--- src/rtl/wn_pdcchrx_pkg.sv ---
// -----------------------------------------------------------------------------
// wn_pdcchrx_pkg
// Shared types and constants for the PDCCH-Rx offset-angle repeater.
//   cplx_t    : packed complex sample {imag, re}, DW_DEF bits per component
//   ar_cfg_t  : repeater job configuration {conj, rep_cnt, nrx_m1}
//   state_t   : repeater control states
//   ch_width  : antenna-index width for a given antenna count (never below 1)
// -----------------------------------------------------------------------------
package wn_pdcchrx_pkg;

   localparam int DW_DEF      = 24;
   localparam int NRX_MAX_DEF = 4;
   localparam int REP_W_DEF   = 6;

   // Width of an antenna index; a single-antenna build still needs one bit.
   function automatic int ch_width(input int n);
      if (n > 1) begin
         return $clog2(n);
      end else begin
         return 1;
      end
   endfunction

   localparam int CH_W_DEF = ch_width(NRX_MAX_DEF);

   typedef struct packed {
      logic signed [DW_DEF-1:0] imag;
      logic signed [DW_DEF-1:0] re;
   } cplx_t;

   typedef struct packed {
      logic                  conj;
      logic [REP_W_DEF-1:0]  rep_cnt;
      logic [CH_W_DEF-1:0]   nrx_m1;
   } ar_cfg_t;

   typedef enum logic [1:0] {
      ST_IDLE = 2'd0,
      ST_LOAD = 2'd1,
      ST_EMIT = 2'd2
   } state_t;

endpackage

--- src/rtl/wn_pdcchrx_cplx_conj_sat.sv ---
// -----------------------------------------------------------------------------
// wn_pdcchrx_cplx_conj_sat
// Combinational optional complex conjugate. The imaginary part is negated with
// saturation (the most negative value maps to the most positive value); the
// real part passes through unchanged.
// Ports:
//   cplx_i  in  2*DW  {imag, real} two's complement
//   conj_i  in  1     1 = conjugate, 0 = pass through
//   cplx_o  out 2*DW  {imag, real} result
// -----------------------------------------------------------------------------
module wn_pdcchrx_cplx_conj_sat #(
   parameter int DW = 24
) (
   input  logic [2*DW-1:0] cplx_i,
   input  logic            conj_i,
   output logic [2*DW-1:0] cplx_o
);

   localparam logic [DW-1:0] MOST_NEG = {1'b1, {(DW-1){1'b0}}};
   localparam logic [DW-1:0] MOST_POS = {1'b0, {(DW-1){1'b1}}};

   logic [DW-1:0] re_s;
   logic [DW-1:0] im_s;
   logic [DW-1:0] im_out_s;

   assign re_s = cplx_i[DW-1:0];
   assign im_s = cplx_i[2*DW-1:DW];

   // Negate the imaginary part when conjugating, clamping the one overflow case.
   always_comb begin
      im_out_s = im_s;
      if (!conj_i) begin
         im_out_s = im_s;
      end else if (im_s == MOST_NEG) begin
         im_out_s = MOST_POS;
      end else begin
         im_out_s = (~im_s) + {{(DW-1){1'b0}}, 1'b1};
      end
   end

   assign cplx_o = {im_out_s, re_s};

endmodule

--- src/rtl/wn_pdcchrx_offset_angle_repeater_mc.sv ---
// -----------------------------------------------------------------------------
// wn_pdcchrx_offset_angle_repeater_mc
// Multi-antenna offset-angle repeater. Each accepted phasor is emitted REP
// times and each repetition once per active Rx antenna (antenna index inner,
// repetition outer), optionally conjugated. The output is a single register
// stage, so the first beat appears the cycle after the input handshake and the
// next phasor can be loaded on the same edge the final beat is accepted.
// Ports:
//   clk, rst          clock, synchronous active-high reset
//   config_in_*       AXIS config {conj, rep_cnt, nrx_m1}; accepted in IDLE only
//   data_in_*         AXIS phasor {imag, real}; tlast marks last phasor of job
//   data_out_*        AXIS beats {imag, real}; tuser = antenna index,
//                     tlast = final beat of the job
// -----------------------------------------------------------------------------
module wn_pdcchrx_offset_angle_repeater_mc
   import wn_pdcchrx_pkg::*;
#(
   parameter  int DW      = DW_DEF,
   parameter  int NRX_MAX = NRX_MAX_DEF,
   parameter  int REP_W   = REP_W_DEF,
   localparam int CH_W    = ch_width(NRX_MAX)
) (
   input  logic                    clk,
   input  logic                    rst,
   input  logic [REP_W+CH_W:0]     config_in_tdata,
   input  logic                    config_in_tvalid,
   output logic                    config_in_tready,
   input  logic [2*DW-1:0]         data_in_tdata,
   input  logic                    data_in_tvalid,
   output logic                    data_in_tready,
   input  logic                    data_in_tlast,
   output logic [2*DW-1:0]         data_out_tdata,
   output logic [CH_W-1:0]         data_out_tuser,
   output logic                    data_out_tvalid,
   input  logic                    data_out_tready,
   output logic                    data_out_tlast
);

   localparam logic [CH_W-1:0] NRX_LAST_MAX = CH_W'(NRX_MAX - 1);

   state_t            state_q,     state_d;
   logic              cfg_rdy_q,   cfg_rdy_d;
   logic              conj_q,      conj_d;
   logic [REP_W-1:0]  rep_last_q,  rep_last_d;
   logic [CH_W-1:0]   nrx_last_q,  nrx_last_d;
   logic [REP_W-1:0]  rep_ctr_q,   rep_ctr_d;
   logic [CH_W-1:0]   ch_cnt_q,    ch_cnt_d;
   logic              job_last_q,  job_last_d;
   logic              out_valid_q, out_valid_d;
   logic [2*DW-1:0]   out_data_q,  out_data_d;

   logic              cfg_conj_s;
   logic [REP_W-1:0]  cfg_rep_s;
   logic [CH_W-1:0]   cfg_nrx_s;
   logic              cfg_hs_s;
   logic              in_rdy_s;
   logic              in_hs_s;
   logic              out_hs_s;
   logic              last_beat_s;
   logic [2*DW-1:0]   conj_data_s;

   assign cfg_nrx_s  = config_in_tdata[CH_W-1:0];
   assign cfg_rep_s  = config_in_tdata[REP_W+CH_W-1:CH_W];
   assign cfg_conj_s = config_in_tdata[REP_W+CH_W];

   // Last beat of the current sample: both counters at their terminal values.
   assign last_beat_s = (rep_ctr_q == rep_last_q) && (ch_cnt_q == nrx_last_q);
   assign out_hs_s    = out_valid_q && data_out_tready;
   assign cfg_hs_s    = config_in_tvalid && cfg_rdy_q;
   // In EMIT the next phasor is only pulled when the final beat of this one
   // leaves on this edge and the job continues, giving back-to-back output.
   assign in_rdy_s    = (state_q == ST_LOAD) ||
                        ((state_q == ST_EMIT) && last_beat_s && data_out_tready && !job_last_q);
   assign in_hs_s     = data_in_tvalid && in_rdy_s;

   wn_pdcchrx_cplx_conj_sat #(
      .DW (DW)
   ) u_conj_sat (
      .cplx_i (data_in_tdata),
      .conj_i (conj_q),
      .cplx_o (conj_data_s)
   );

   // Next-state logic: control FSM, config capture, counters and output register.
   always_comb begin
      state_d     = state_q;
      conj_d      = conj_q;
      rep_last_d  = rep_last_q;
      nrx_last_d  = nrx_last_q;
      rep_ctr_d   = rep_ctr_q;
      ch_cnt_d    = ch_cnt_q;
      job_last_d  = job_last_q;
      out_valid_d = out_valid_q;
      out_data_d  = out_data_q;

      case (state_q)
         ST_IDLE: begin
            if (cfg_hs_s) begin
               conj_d = cfg_conj_s;
               // REP of zero behaves as one repetition.
               if (cfg_rep_s == {REP_W{1'b0}}) begin
                  rep_last_d = {REP_W{1'b0}};
               end else begin
                  rep_last_d = cfg_rep_s - REP_W'(1);
               end
               if (int'(cfg_nrx_s) > (NRX_MAX - 1)) begin
                  nrx_last_d = NRX_LAST_MAX;
               end else begin
                  nrx_last_d = cfg_nrx_s;
               end
               state_d = ST_LOAD;
            end else begin
               state_d = ST_IDLE;
            end
         end
         ST_LOAD: begin
            if (in_hs_s) begin
               out_data_d  = conj_data_s;
               job_last_d  = data_in_tlast;
               rep_ctr_d   = {REP_W{1'b0}};
               ch_cnt_d    = {CH_W{1'b0}};
               out_valid_d = 1'b1;
               state_d     = ST_EMIT;
            end else begin
               state_d = ST_LOAD;
            end
         end
         ST_EMIT: begin
            if (!out_hs_s) begin
               state_d = ST_EMIT;
            end else if (!last_beat_s) begin
               if (ch_cnt_q == nrx_last_q) begin
                  ch_cnt_d  = {CH_W{1'b0}};
                  rep_ctr_d = rep_ctr_q + REP_W'(1);
               end else begin
                  ch_cnt_d  = ch_cnt_q + CH_W'(1);
               end
            end else if (job_last_q) begin
               rep_ctr_d   = {REP_W{1'b0}};
               ch_cnt_d    = {CH_W{1'b0}};
               job_last_d  = 1'b0;
               out_valid_d = 1'b0;
               state_d     = ST_IDLE;
            end else if (in_hs_s) begin
               out_data_d  = conj_data_s;
               job_last_d  = data_in_tlast;
               rep_ctr_d   = {REP_W{1'b0}};
               ch_cnt_d    = {CH_W{1'b0}};
               out_valid_d = 1'b1;
               state_d     = ST_EMIT;
            end else begin
               rep_ctr_d   = {REP_W{1'b0}};
               ch_cnt_d    = {CH_W{1'b0}};
               out_valid_d = 1'b0;
               state_d     = ST_LOAD;
            end
         end
         default: begin
            rep_ctr_d   = {REP_W{1'b0}};
            ch_cnt_d    = {CH_W{1'b0}};
            job_last_d  = 1'b0;
            out_valid_d = 1'b0;
            state_d     = ST_IDLE;
         end
      endcase

      // Registered ready keeps config_in_tready low through reset itself.
      cfg_rdy_d = (state_d == ST_IDLE);
   end

   // State and datapath registers with synchronous reset.
   always_ff @(posedge clk) begin
      if (rst) begin
         state_q     <= ST_IDLE;
         cfg_rdy_q   <= 1'b0;
         conj_q      <= 1'b0;
         rep_last_q  <= {REP_W{1'b0}};
         nrx_last_q  <= {CH_W{1'b0}};
         rep_ctr_q   <= {REP_W{1'b0}};
         ch_cnt_q    <= {CH_W{1'b0}};
         job_last_q  <= 1'b0;
         out_valid_q <= 1'b0;
         out_data_q  <= {(2*DW){1'b0}};
      end else begin
         state_q     <= state_d;
         cfg_rdy_q   <= cfg_rdy_d;
         conj_q      <= conj_d;
         rep_last_q  <= rep_last_d;
         nrx_last_q  <= nrx_last_d;
         rep_ctr_q   <= rep_ctr_d;
         ch_cnt_q    <= ch_cnt_d;
         job_last_q  <= job_last_d;
         out_valid_q <= out_valid_d;
         out_data_q  <= out_data_d;
      end
   end

   assign config_in_tready = cfg_rdy_q;
   assign data_in_tready   = in_rdy_s;
   assign data_out_tdata   = out_data_q;
   assign data_out_tuser   = ch_cnt_q;
   assign data_out_tvalid  = out_valid_q;
   assign data_out_tlast   = out_valid_q && job_last_q && last_beat_s;

endmodule

--- config.mk ---
export PLATFORM = sky130hd
export DESIGN_NAME = wn_pdcchrx_offset_angle_repeater_mc
export DESIGN_NICKNAME = d
export VERILOG_FILES = /design/src/rtl/wn_pdcchrx_pkg.sv /design/src/rtl/wn_pdcchrx_cplx_conj_sat.sv /design/src/rtl/wn_pdcchrx_offset_angle_repeater_mc.sv
export SDC_FILE = /design/constraint.sdc
export NUM_CORES = 1
export LEC_CHECK = 0
export CAP_MARGIN = 0
export CORE_MARGIN = 2
export CORE_UTILIZATION = 45
export DETAILED_ROUTE_END_ITERATION = 16
export PLACE_DENSITY_LB_ADDON = 0.1
export SYNTH_ARGS = -nofsm -noshare
export SYNTH_HDL_FRONTEND = slang
export SYNTH_HIERARCHICAL = 1
export SYNTH_SLANG_ARGS = --single-unit
--- constraint.sdc ---
create_clock -name clk -period 6.1 [get_ports clk]
set_clock_uncertainty 0.1 [all_clocks]
set_input_delay 0.915 -clock clk [delete_from_list [all_inputs] [get_ports clk]]
set_output_delay 0.915 -clock clk [all_outputs]
set_load 0.01 [all_outputs]
==> run_results.csv, run 1 <==
group,metric,value,unit
outcome,status,"finished clean",
power,ir_drop,106,uV
placed_design,gp_congestion,0.867,
logic_synthesis,yosysTopAreaCellShare,32.5,%
critical_path,ff2ff_path_depth,6,
clock_tree,clkLatencyLatePin,0.33,ns
die,ios,117,
job,maxCapViolCount,0,
routing,drtAntennaViolNets,0,
global_routing,grt_overflow,0,
logic_synthesis,netlist_top_cells_area,"dfxtp_1 33%, nand4b_1 10%, nand2b_1 7.4%",
logic_synthesis,synthTopCellsByCount,"70 x dfxtp_1, 51 x nand2b_1, 50 x nand4b_1, 39 x o21ai_0, 27 x buf_4",
routing,dr.pass1.iters,4,
routing,dr_total_vias,3842,
global_routing,grt_pass1_wl,17.8,mm
global_routing,antenna_found_initial,0,
timing,report.final.slew_viol_count,0,
critical_path,path_delay_family,"simple AND/OR/NAND/NOR gates",
timing,fin_ws,2.44,ns
critical_path,worstPathMaxFanout,6,
cells_and_area,drive_gt1_share,9.01,%
placed_design,place_ws,2.20,ns
logic_synthesis,yosysWarningCount,6,
clock_tree,postCtsHoldBufs,0,
logic_synthesis,synth_cell_type_count,53,
logic_synthesis,synthesis.area,0.00431,mm^2
logic_synthesis,synth_largest_area_cell,"dfxtp_1",
cells_and_area,nets,633,
timing,whs,0.371,ns
critical_path,required,5.08,ns
critical_path,r2r-end,"data_out_tdata[9]",
timing,finalSetupViolations,0,
logic_synthesis,synth_edf_count,0,
clock_tree,cts_inserted_buffers,9,
worst_hold_path,worst_hold_path_type,"reg2reg",
die,chipHeight,102,um
die,start_util,46.4,%
global_routing,grt_pass1_vias,3865,
die,die_x,102,um
timing,grt_setup_unrepaired,"no",
critical_path,path_cells,"xor2_1, or4_1, or2_2, o21ai_0, clkdlybuf4s50_1",
die,core_area,0.00928,mm^2
routing,routed_wl,10.6,mm
critical_path,slowest_delay,0.67,ns
timing,hold_viol,0,
placed_design,port_buffers,116,
clock_tree,cts.path.max_buffers,2,
critical_path,reg2reg_from,"rep_ctr_q[2]",
cells_and_area,area_growth,26.2,%
logic_synthesis,syn_inst,496,
clock_tree,htree_levels,3,
logic_synthesis,synth.yosys.seq_area_share,32.5,%
logic_synthesis,postSynthAreaPerCell,8.69,um^2
clock_tree,cts_tree,"done",
placed_design,hpwl,6.99,mm
clock_tree,cts_root_buf,"clkbuf_8",
die,dieArea,0.0104,mm^2
critical_path,r2r_setup_slack,2.62,ns
timing,post-route-period-util,59.9,%
routing,wl_per_cell,15.2,um
critical_path,path_class,"reg2out",
routing,drc_errors,0,
die,fp-row-count,35,
clock_tree,clkTransAtPathRegs,0.08,ns
logic_synthesis,synth_seq_cells,70,
power,total_power,1.07,mW
worst_hold_path,worstHoldStart,"data_out_tdata[17]",
global_routing,grt_use_total,20.9,%
logic_synthesis,synthArstFlopShare,0,%
clock_tree,clock-sinks,70,
clock_tree,cts-resized-gates,0,
clock_tree,post_cts_buffers,0,
logic_synthesis,synth_most_common_cell,"dfxtp_1",
routing,drt_iter0_markers,132,
timing,fin_crit,3.66,ns
critical_path,crit_slowest_cell,"or4_1",
worst_hold_path,holdPathEnd,"data_out_tdata[17]",
worst_hold_path,min_path_cells,2,
power,cellPowerDensity,197,mW/mm^2
routing,vias_per_cell,5.53,
logic_synthesis,syn_nets,567,
cells_and_area,diodes,0,
logic_synthesis,synth_flop_cell,"dfxtp_1",
critical_path,crit_arrival,2.64,ns
critical_path,crit_path_start_kind,"flip-flop",
timing,fin_tns_setup,0,ns
timing,slew_headroom,28.5,%
critical_path,worstPathBufferInverterCount,1,
power,p_leak,1.88,nW
critical_path,crit_path_end_kind,"primary output",
timing,fmax,0.273,GHz
global_routing,grt_max_degree,121,
timing,worstMarginPinSlew,1.07,ns
## report_power, final
group	leakage, nW	internal [mW]	switching, mW
registers	0.567	0.474	0.0161
clock network	0.0931	0.187	0.173
logic	1.22	0.110	0.110
## final cells by class
cell class	count	area (um^2)
clock inverter	4	48.8
tap	129	161
clock buffer	11	131
timing repair buffer	120	1180
fill	850	3850
multi-input combinational	351	2470
inverter	10	37.5
sequential	70	1400
## how the worst max path moves through the flow
stage                    endpoint  cells after the start              start  slack (ns)
2_1_floorplan  data_out_tdata[44]                      9  data_in_tdata[24]        3.00
3_3_place_gp   data_out_tdata[10]                      6    data_out_tready        2.31
3_5_place_dp    data_out_tdata[9]                      6    data_out_tready        2.20
4_1_cts            data_in_tready                      5       rep_ctr_q[2]        2.41
5_1_grt        data_out_tdata[34]                      8         state_q[0]        2.27
6_report           data_in_tready                      5       rep_ctr_q[2]        2.44
## state kept, by name (all words and copies together) (netlist names)
| name | cells |
|---|---|
| nrx_last_q | 2 |
| conj_q | 1 |
| config_in_tready | 1 |
| rep_last_q | 6 |
| job_last_q | 1 |
| data_out_tuser | 2 |
| rep_ctr_q | 6 |
| data_out_tdata | 48 |
| state_q | 2 |
| data_out_tvalid | 1 |
## layout by cell type, fill, tap and decap left out, types with 4 or more instances in the layout
master	instances
xnor2_1	10
inv_1	10
mux2i_1	7
o41ai_1	5
a21oi_1	13
nand4b_1	50
o21ai_0	39
buf_4	4
nor4_1	4
nand2b_1	51
nand3_1	7
clkdlybuf4s50_1	114
dfxtp_1	70
nor3_1	14
nor2_1	12
or4_1	7
or2_2	4
ha_1	8
a22oi_1	7
clkbuf_8	9
o21ai_2	20
nand2_1	25
xor2_1	19
nand4_1	4
nor2b_1	5
## through the flow
step / area (um^2) / util, % / instances
2_1_floorplan: 4310 / - / 496
3_3_place_gp: 5260 / 56.6 / 680
3_5_place_dp: 5260 / 56.6 / 680
4_1_cts: 5440 / 58.5 / 695
5_1_grt: 5440 / 58.5 / 695
6_report: 5440 / 58.5 / 695
## layer usage
metal	up-vias	GRT usage (%)	part of all wire [%]
met5	-	0	0
met4	0	6.77	1.2
met3	14	4.38	6.3
met2	118	35.0	48
met1	1809	27.2	45
li1	1901	-	-
## logic make-up (layout without fill, tap and decap cells)
| kind of cell | after synthesis | after routing | share of synthesized area [%] |
|---|---|---|---|
| fa+ha+maj | 8 | 8 | 2.32 |
| flops | 70 | 70 | 32.5 |
| xor+xnor | 29 | 29 | 5.90 |
| mux | 9 | 9 | 2.15 |
| compound gates | 107 | 107 | 17.3 |
| simple gates | 198 | 198 | 29.7 |
| buf+inv | 75 | 145 | 10.1 |
## worst reg2reg max path, delay by kind of cell (launching register included)
family / cells / cell delay [ns]
buffers and inverters: 1 / 0.48
XOR/XNOR: 1 / 0.15
AO/OA/AOI/OAI: 2 / 0.57
AND/OR/NAND/NOR: 2 / 1.65
flip-flops: 1 / 0.36
(Power assumes the default switching activity.)
==> run 2: changes to the inputs <==
--- a/config.mk
+++ b/config.mk
@@ -7,7 +7,7 @@
 export LEC_CHECK = 0
 export CAP_MARGIN = 0
 export CORE_MARGIN = 2
-export CORE_UTILIZATION = 45
+export CORE_UTILIZATION = 44
 export DETAILED_ROUTE_END_ITERATION = 16
 export PLACE_DENSITY_LB_ADDON = 0.1
 export SYNTH_ARGS = -nofsm -noshare
==> constraint.sdc (replaced) <==
create_clock -name clk -period 3.1 [get_ports clk]
set_clock_uncertainty 0.1 [all_clocks]
set_input_delay 0.465 -clock clk [delete_from_list [all_inputs] [get_ports clk]]
set_output_delay 0.465 -clock clk [all_outputs]
set_load 0.01 [all_outputs]
==> run_results.csv, run 2 (synthesis results as in run 1) <==
group,metric,value,unit
clock_tree,clkLatencyLatePin,0.35,ns
routing,drt_iter0_markers,100,
clock_tree,cts.path.max_buffers,2,
critical_path,crit_path_end_kind,"primary output",
global_routing,antenna_found_initial,0,
die,ios,117,
routing,drtAntennaViolNets,0,
routing,dr_total_vias,3863,
worst_hold_path,worst_hold_path_type,"reg2reg",
die,fp-row-count,36,
critical_path,crit_path_start_kind,"flip-flop",
timing,hold_viol,0,
power,p_leak,2.01,nW
placed_design,placedCellCount,705,
die,dieArea,0.0106,mm^2
global_routing,grt_use_total,19.9,%
routing,vias_per_cell,5.36,
timing,finalSetupViolations,0,
timing,slew_headroom,58.1,%
clock_tree,htree_levels,3,
routing,drc_errors,0,
cells_and_area,design_area,0.00565,mm^2
clock_tree,clkTransAtPathRegs,0.08,ns
critical_path,worstPathMaxFanout,5,
cells_and_area,drive_gt1_share,12.8,%
outcome,status,"finished clean",
cells_and_area,diodes,0,
timing,fmax,0.336,GHz
power,ir_drop,199,uV
die,die_x,103,um
global_routing,grt_pass1_vias,3621,
placed_design,placed_cell_area,0.00544,mm^2
timing,fin_crit,2.98,ns
timing,grt_setup_unrepaired,"no",
global_routing,grt_overflow,0,
routing,wl_per_cell,14.7,um
clock_tree,cts_root_buf,"clkbuf_8",
critical_path,required,2.53,ns
clock_tree,cts_tree,"done",
critical_path,path_class,"reg2out",
global_routing,grt_max_degree,80,
cells_and_area,area_growth,31.2,%
cells_and_area,largest_reg_flops,48,
cells_and_area,instances_no_fill,721,
cells_and_area,final_cell_mix,"113 x clkdlybuf4s50_1, 70 x dfxtp_1, 51 x nand2b_1",
routing,dr.pass1.iters,4,
global_routing,grt_pass1_wl,16.9,mm
job,maxCapViolCount,0,
timing,report.final.slew_viol_count,0,
clock_tree,clock-sinks,70,
placed_design,port_buffers,116,
cells_and_area,layout_commonest_cell,"clkdlybuf4s50_1",
placed_design,hpwl,7.47,mm
cells_and_area,nets,654,
critical_path,crit_arrival,2.41,ns
die,chipHeight,103,um
placed_design,gp_congestion,0.900,
die,core_area,0.00964,mm^2
timing,whs,0.371,ns
timing,post-route-period-util,96.1,%
die,start_util,44.7,%
routing,routed_wl,10.6,mm
clock_tree,cts_inserted_buffers,9,
timing,worstMarginPinSlew,0.628,ns
power,cellPowerDensity,387,mW/mm^2
==> run 2: final timing paths <==
| path | from | to | slack (ns) | cells past startpoint |
|---|---|---|---|---|
| worst min register to register | nrx_last_q[0] | nrx_last_q[0] | 0.37 | 2 |
| worst min-delay path | nrx_last_q[0] | nrx_last_q[0] | 0.37 | 2 |
| worst max register to register | rep_ctr_q[2] | data_out_tdata[8] | 0.56 | 7 |
| worst max-delay path | rep_ctr_q[2] | data_out_tlast | 0.12 | 6 |
==> run 2: area by class of cell <==
type	instances	area (um^2)
fill	914	3990
multi-input combinational	351	2470
sequential	70	1400
timing repair buffer	141	1370
tap	133	166
clock buffer	10	138
clock inverter	6	67.6
inverter	10	37.5
==> run 2: per-stage QoR <==
| step | power [mW] | utilization [%] | TNS, ns | setup slack [ns] |
|---|---|---|---|---|
| 2_1_floorplan | 1.26 | - | 0 | 0.454 |
| 3_3_place_gp | 1.44 | 56.5 | -0.0280 | -0.0172 |
| 3_5_place_dp | 1.45 | 56.5 | -0.0871 | -0.0568 |
| 4_1_cts | 2.22 | 58.6 | 0 | 0.00615 |
| 5_1_grt | 2.30 | 58.6 | 0 | 0.0194 |
| 6_report | 2.19 | 58.6 | 0 | 0.122 |
==> run 2: layer usage <==
layer  vias up  wire (um)  track usage, %
met4         0         90            6.48
met2        83       5030            32.6
met1      1823       4920            26.0
li1       1950          -               -
met3         7        524            4.61
met5         -          0               0
==> run 2: timing repair <==
item                       in CTS  in global routing
pin swaps                       0                  0
resized for setup               1                  1
setup endpoints to repair       1                  1
buffers inserted                0                  0
hold buffers                    0                  0
==> run 2: critical path, stage by stage (launching register included) <==
cell and delay (ns):
dfxtp_1 0.35, xor2_1 0.15, or4_1 0.55, buf_4 0.18
nor2_1 0.08, and3_1 0.20, clkdlybuf4s50_1 0.55
==> run 2: report_power, final <==
part | switching [mW] | internal [mW] | total (mW)
sequential | 0.0265 | 0.933 | 0.960
combinational | 0.226 | 0.237 | 0.463
clock | 0.369 | 0.398 | 0.766
==> variant 1, RTL diff (config.mk and constraints of run 2) <==
Reset style: asynchronous (`rst`), changed in one clocked block. Comments in the files are not updated.
--- a/src/rtl/wn_pdcchrx_offset_angle_repeater_mc.sv
+++ b/src/rtl/wn_pdcchrx_offset_angle_repeater_mc.sv
@@ -170,5 +170,5 @@
 
    // State and datapath registers with synchronous reset.
-   always_ff @(posedge clk) begin
+   always_ff @(posedge clk or posedge rst) begin
       if (rst) begin
          state_q     <= ST_IDLE;
Formal check against the unedited RTL: differs if rst is asserted again (counterexample within 4 cycles, from zero or initial values and one cycle with rst high); with rst held inactive, the same outputs for 4 cycles.
==> variant 1 against run 2 <==
Register-to-register slack improved by 0.20 ns; sequential cell count did not move; wire length fell by 13%; synthesized area fell by 5.7%; cell area fell by 2.4%; global-route usage fell by 1.1 points; worst setup slack improved by 0.041 ns; critical endpoint is now data_out_tdata[36].
Power is not compared: it rests on default switching activity, and its combinational part moved more than twofold at a synthesized area within 25%.
==> variant 1: results (changes against run 2) <==
\begin{tabular}{lr}
\hline
Metric & Value \\
\hline
\multicolumn{2}{l}{\textbf{Worst hold path}} \\
Classification of the worst-slack hold path & in2async (was reg2reg) \\
\multicolumn{2}{l}{\textbf{Clocking}} \\
H-tree depth & 3 (unchanged) \\
Clock input transition at the sequential cells of the worst setup and hold paths & 0.09 ns \\
Count of hold-fix buffers inserted at cts & 0 (unchanged) \\
Postcts setup bufs & 0 (unchanged) \\
Clk\_lat worst skew & 0.34 ns \\
Number of gates resized after cts & 0 (was 1) \\
CTS Buffer Depth & 2 (unchanged) \\
\multicolumn{2}{l}{\textbf{Layout}} \\
Net count reported at finish & 551 (was 654) \\
Fraction of final layout cells with drive strength greater than 1 & 0.219 (was 0.128) \\
Final-layout fill cell count & 794 (was 914) \\
Number of flip-flops under the largest register name & 48 (unchanged) \\
\multicolumn{2}{l}{\textbf{Place}} \\
Final HPWL from detailed placement & 6610 um (was 7470 um) \\
Gp weighted congestion & 0.853 (was 0.900) \\
Placed cell areas & 0.00531 mm\^{}2 (was 0.00544 mm\^{}2) \\
\multicolumn{2}{l}{\textbf{Timing}} \\
Worst slew margin relative to its limit & 0.605 (was 0.581) \\
\multicolumn{2}{l}{\textbf{Yosys}} \\
Synth warn & 6 (unchanged) \\
Fraction of the yosys area taken by sequential cells & 0.431 (was 0.325) \\
Biggest area contributors in the synthesized netlist & dfrtp\_1, mux2\_2, mux2\_4, buf\_4, xor2\_1 (was dfxtp\_1, nand4b\_1, nand2b\_1, buf\_4, o21ai\_0) \\
Number of nets in the synthesized netlist & 440 (was 567) \\
Async set-or-reset flop fraction in the synthesized netlist & 1.00 (was 0) \\
Post-synthesis cell type count & 54 (was 53) \\
Most instantiated cells after synthesis & dfrtp\_1, mux2\_2, nand2\_1, buf\_4, mux2\_4 (was dfxtp\_1, nand2b\_1, nand4b\_1, o21ai\_0, buf\_4) \\
\multicolumn{2}{l}{\textbf{Setup path}} \\
Number of cells on the worst reg-to-reg path & 6 (was 7) \\
Arr. time, crit path & 3.12 ns (was 2.41 ns) \\
Highest net fanout along the worst path & 5 (unchanged) \\
\multicolumn{2}{l}{\textbf{Global route}} \\
Remaining global-route overflow & 0 (unchanged) \\
Number of global-route vias before repair & 2979 (was 3621) \\
Largest net degree at the start of global routing & 71 (was 80) \\
GRT Overall Usage & 0.188 (was 0.199) \\
First-pass GRT wire length & 14800 um (was 16900 um) \\
Number of antenna violations at the first check in global routing & 0 (unchanged) \\
\multicolumn{2}{l}{\textbf{Detailed routing}} \\
Wire length after detailed routing & 9180 um (was 10600 um) \\
Iteration-0 DRC Markers & 111 (was 100) \\
Via density per instance & 5.21 (was 5.36) \\
\multicolumn{2}{l}{\textbf{Run status}} \\
Status & finished, final reports clean (unchanged) \\
\multicolumn{2}{l}{\textbf{Power and ir drop}} \\
Worst VDD drop & 0.000431 V \\
\hline
\end{tabular}
variant 1: cell types whose count changed after synthesis, moves of 22 or more:
| cell | before | now |
|---|---|---|
| nand2b_1 | 51 | 1 |
| o21ai_0 | 39 | 17 |
| dfxtp_1 | 70 | 0 |
| mux2_2 | 2 | 33 |
| dfrtp_1 | 0 | 70 |
| nand4b_1 | 50 | 2 |
variant 1: per-stage QoR:
step / hold WS, ns / setup slack (ns) / util / std cells
4_1_cts: 0.410 / 0.166 / 0.605 / 596
3_5_place_dp: 0.392 / -0.164 / 0.583 / 580
3_3_place_gp: 0.387 / -0.0957 / 0.583 / 580
2_1_floorplan: 0.370 / 0.342 / - / 369
5_1_grt: 0.420 / 0.0261 / 0.605 / 596
6_report: 0.396 / 0.163 / 0.605 / 596
variant 1: routing by layer:
layer | vias up | wire, um | GRT usage
met5 | - | 0 | 0
met4 | 0 | 104 | 0.0632
met3 | 8 | 410 | 0.0320
met2 | 71 | 4580 | 0.314
met1 | 1525 | 4090 | 0.248
li1 | 1502 | - | -
variant 1: worst max-delay path, cell delays in order:
cell	delay, ns
clkdlybuf4s50_1	0.43
inv_1	0.09
ha_1	0.19
or4b_1	0.52
buf_4	0.19
or4_1	0.55
or3b_1	0.39
a21boi_1	0.15
mux2_2	0.15
variant 1: power breakdown:
group | leakage [nW] | internal, mW | switching (mW)
clock network | 0.0944 | 0.383 | 0.389
registers | 0.864 | 1.34 | 0.261
logic | 1.45 | 1.39 | 0.947
variant 1: final cells by class:
type,instances,area share
Multi-Input combinational cell,246,0.362
Inverter,12,0.00817
Timing Repair Buffer,141,0.249
Tap cell,111,0.0252
Clock inverter,7,0.0148
Sequential cell,70,0.318
Clock buffer,9,0.0225
variant 1: worst paths after layout:
check	start	endpoint	slack [ns]
worst max-delay path	data_in_tdata[24]	data_out_tdata[36]	0.16
worst min-delay path	rst	data_out_tdata[21]	0.40
worst max register to register	state_q[0]	data_out_tvalid	0.76
worst min register to register	data_out_tdata[39]	data_out_tdata[39]	0.41
max in group asynchronous	rst	data_out_tdata[44]	2.17
min in group clk	data_out_tdata[39]	data_out_tdata[39]	0.41
variant 1: cell families after synthesis:
kind of cell    Yosys count  synth area share
fa+ha+maj                 8            0.0246
compound gates           51            0.0838
mux                      64             0.192
simple gates             95             0.128
xor+xnor                 28            0.0604
buf+inv                  53            0.0798
flops                    70             0.431
==> variant 2, RTL diff (config.mk and constraints of run 2) <==
Made on the original files. Set the package constant `REP_W_DEF` to 12 (it was 6).
--- a/src/rtl/wn_pdcchrx_pkg.sv
+++ b/src/rtl/wn_pdcchrx_pkg.sv
@@ -11,5 +11,5 @@
    localparam int DW_DEF      = 24;
    localparam int NRX_MAX_DEF = 4;
-   localparam int REP_W_DEF   = 6;
+   localparam int REP_W_DEF   = 12;
 
    // Width of an antenna index; a single-antenna build still needs one bit.
Ports: changed (resized config_in_tdata); port bits go from 117 to 123. No check against the original RTL was run, so the function may have changed too.
==> variant 2 against run 2 <==
Critical endpoint is now data_out_tdata[44]; power up 37%; wire length up 8.3%; sequential cell count up 12; clock power up 28%; cell area up 16%; synthesized area up 17%; worst setup slack better by 0.062 ns.
==> variant 2: results (changes against run 2) <==
\begin{tabular}{lr}
\hline
Metric & Value \\
\hline
\multicolumn{2}{l}{\textbf{Setup path}} \\
Arr. time, crit path & 3.08 ns (was 2.41 ns) \\
Highest net fanout along the worst path & 7 (was 5) \\
Critical path's slowest cell & or4\_4 (was or4\_1) \\
Largest incremental delay on the critical path & 0.60 ns (was 0.55 ns) \\
Category of cells accounting for the largest share of critical-path delay & simple AND/OR/NAND/NOR gates (unchanged) \\
Startpoint of the worst-slack reg-to-reg timing path & state\_q[0] (was rep\_ctr\_q[2]) \\
Launch point of the worst path & data\_in\_tdata[25] (was rep\_ctr\_q[2]) \\
\multicolumn{2}{l}{\textbf{Place}} \\
Final HPWL from detailed placement & 8590 um (was 7470 um) \\
Cell count after placement & 807 (was 705) \\
Gp weighted congestion & 0.800 (was 0.900) \\
Port buffer count & 122 (was 116) \\
Post-placement worst setup slack & -0.163 ns (was -0.0568 ns) \\
\multicolumn{2}{l}{\textbf{Detailed routing}} \\
Detailed-route via count & 4288 (was 3863) \\
Wire length after detailed routing & 11400 um (was 10600 um) \\
Iteration-0 DRC Markers & 211 (was 100) \\
\multicolumn{2}{l}{\textbf{Worst hold path}} \\
Hold path start & data\_out\_tdata[39] (was nrx\_last\_q[0]) \\
\multicolumn{2}{l}{\textbf{Power and ir drop}} \\
Leakage power total & 2.68 nW (was 2.01 nW) \\
Worst VDD drop & 0.000360 V (was 0.000199 V) \\
\multicolumn{2}{l}{\textbf{Layout}} \\
Fraction of final layout cells with drive strength greater than 1 & 0.0765 (was 0.128) \\
Net count reported at finish & 751 (was 654) \\
Number of non-filler instances in the completed layout & 823 (was 721) \\
Final-layout fill cell count & 1014 (was 914) \\
\multicolumn{2}{l}{\textbf{Yosys}} \\
Post-synthesis cell type count & 56 (was 53) \\
Biggest area contributors in the synthesized netlist & dfxtp\_1, nand2b\_1, mux2i\_1, xor2\_1, buf\_4 (was dfxtp\_1, nand4b\_1, nand2b\_1, buf\_4, o21ai\_0) \\
Per-instance average area after synthesis & 8.72 um\^{}2 (was 8.69 um\^{}2) \\
Number of nets in the synthesized netlist & 652 (was 567) \\
Most instantiated cells after synthesis & nand2b\_1, dfxtp\_1, mux2i\_1, nand2\_1, nor2\_1 (was dfxtp\_1, nand2b\_1, nand4b\_1, o21ai\_0, buf\_4) \\
\multicolumn{2}{l}{\textbf{Clocking}} \\
CTS Buffer Depth & 2 (unchanged) \\
Root Buffer & clkbuf\_16 (was clkbuf\_8) \\
Clock input transition at the sequential cells of the worst setup and hold paths & 0.06 ns (was 0.08 ns) \\
Clk\_lat worst skew & 0.34 ns \\
\multicolumn{2}{l}{\textbf{Global route}} \\
Number of global-route vias before repair & 4161 (was 3621) \\
Number of antenna violations at the first check in global routing & 0 (unchanged) \\
First-pass GRT wire length & 19500 um (was 16900 um) \\
GRT Overall Usage & 0.191 (was 0.199) \\
Largest net degree at the start of global routing & 72 (was 80) \\
\multicolumn{2}{l}{\textbf{Run status}} \\
Status & finished, final reports clean (unchanged) \\
\hline
\end{tabular}
variant 2: cell count changes after synthesis, moves of 7 or more:
| cell | change |
|---|---|
| mux2i_1 | +51 |
| nand2b_1 | +48 |
| nand4b_1 | -47 |
| o21ai_0 | -29 |
| o21ai_2 | -20 |
| nor2_1 | +17 |
| dfxtp_1 | +12 |
| a2bb2oi_1 | +11 |
| nand2_1 | +10 |
| xnor2_1 | +8 |
| a22oi_1 | -7 |
| nor3_1 | -7 |
variant 2: path summary, 6_finish.rpt:
kind | end | slack [ns] | depth (start not counted)
worst max-delay path | data_out_tdata[44] | 0.18 | 9
worst max register to register | rep_ctr_q[11] | 0.70 | 6
worst min-delay path | data_out_tdata[39] | 0.38 | 2
worst min register to register | data_out_tdata[39] | 0.38 | 2
variant 2: worst reg2reg max path, delay by kind of cell, from the launching register on:
kind / cells / cell delay, ns
flops: 1 / 0.37
compound gates: 2 / 0.58
fa+ha+maj: 1 / 0.34
simple gates: 2 / 0.83
buf+inv: 1 / 0.09
variant 2: repair_timing:
item                                   4_1_cts  5_1_grt
hold buffers                                 0        0
endpoints found under the hold margin        0        0
setup endpoints to repair                    0        1
gates resized for setup                      0        1
variant 2: cells by family after synthesis:
family                     Yosys count  synth area share
and+or+nand+nor                    245             0.286
AOI/OAI and AO/OA                   74             0.105
adders and majority gates            7            0.0174
buffers and inverters               67            0.0740
xor gates and xnor gates            41            0.0715
muxes                               60             0.120
DFF                                 82             0.327
variant 2: report_power, final:
group,internal [mW],switching [mW]
Clock,0.560,0.424
Sequential,1.13,0.0658
Combinational,0.428,0.395
variant 2: cell type report:
type,count,share of cell area
multi-input cells,427,0.461
flip-flops and latches,82,0.250
repair buffers,146,0.216
clock buffers,11,0.0369
well taps,143,0.0272
inverters,9,0.00514
clock inverters,5,0.00457
variant 2: routing by layer:
layer | up-vias | track usage | part of all wire
li1 | 2175 | - | -
met1 | 2018 | 0.231 | 0.45
met2 | 80 | 0.334 | 0.50
met3 | 15 | 0.0487 | 0.039
met4 | 0 | 0.0567 | 0.015
met5 | - | 0 | 0
variant 2: stage by stage:
step	area [um^2]	util	total power, mW	hold slack (ns)
global route	6580	0.584	3.18	0.394
global placement	6300	0.559	2.03	0.358
floorplan	5020	-	1.72	0.348
detailed placement	6300	0.559	2.05	0.367
CTS	6580	0.583	3.04	0.378
finish	6580	0.584	3.00	0.376
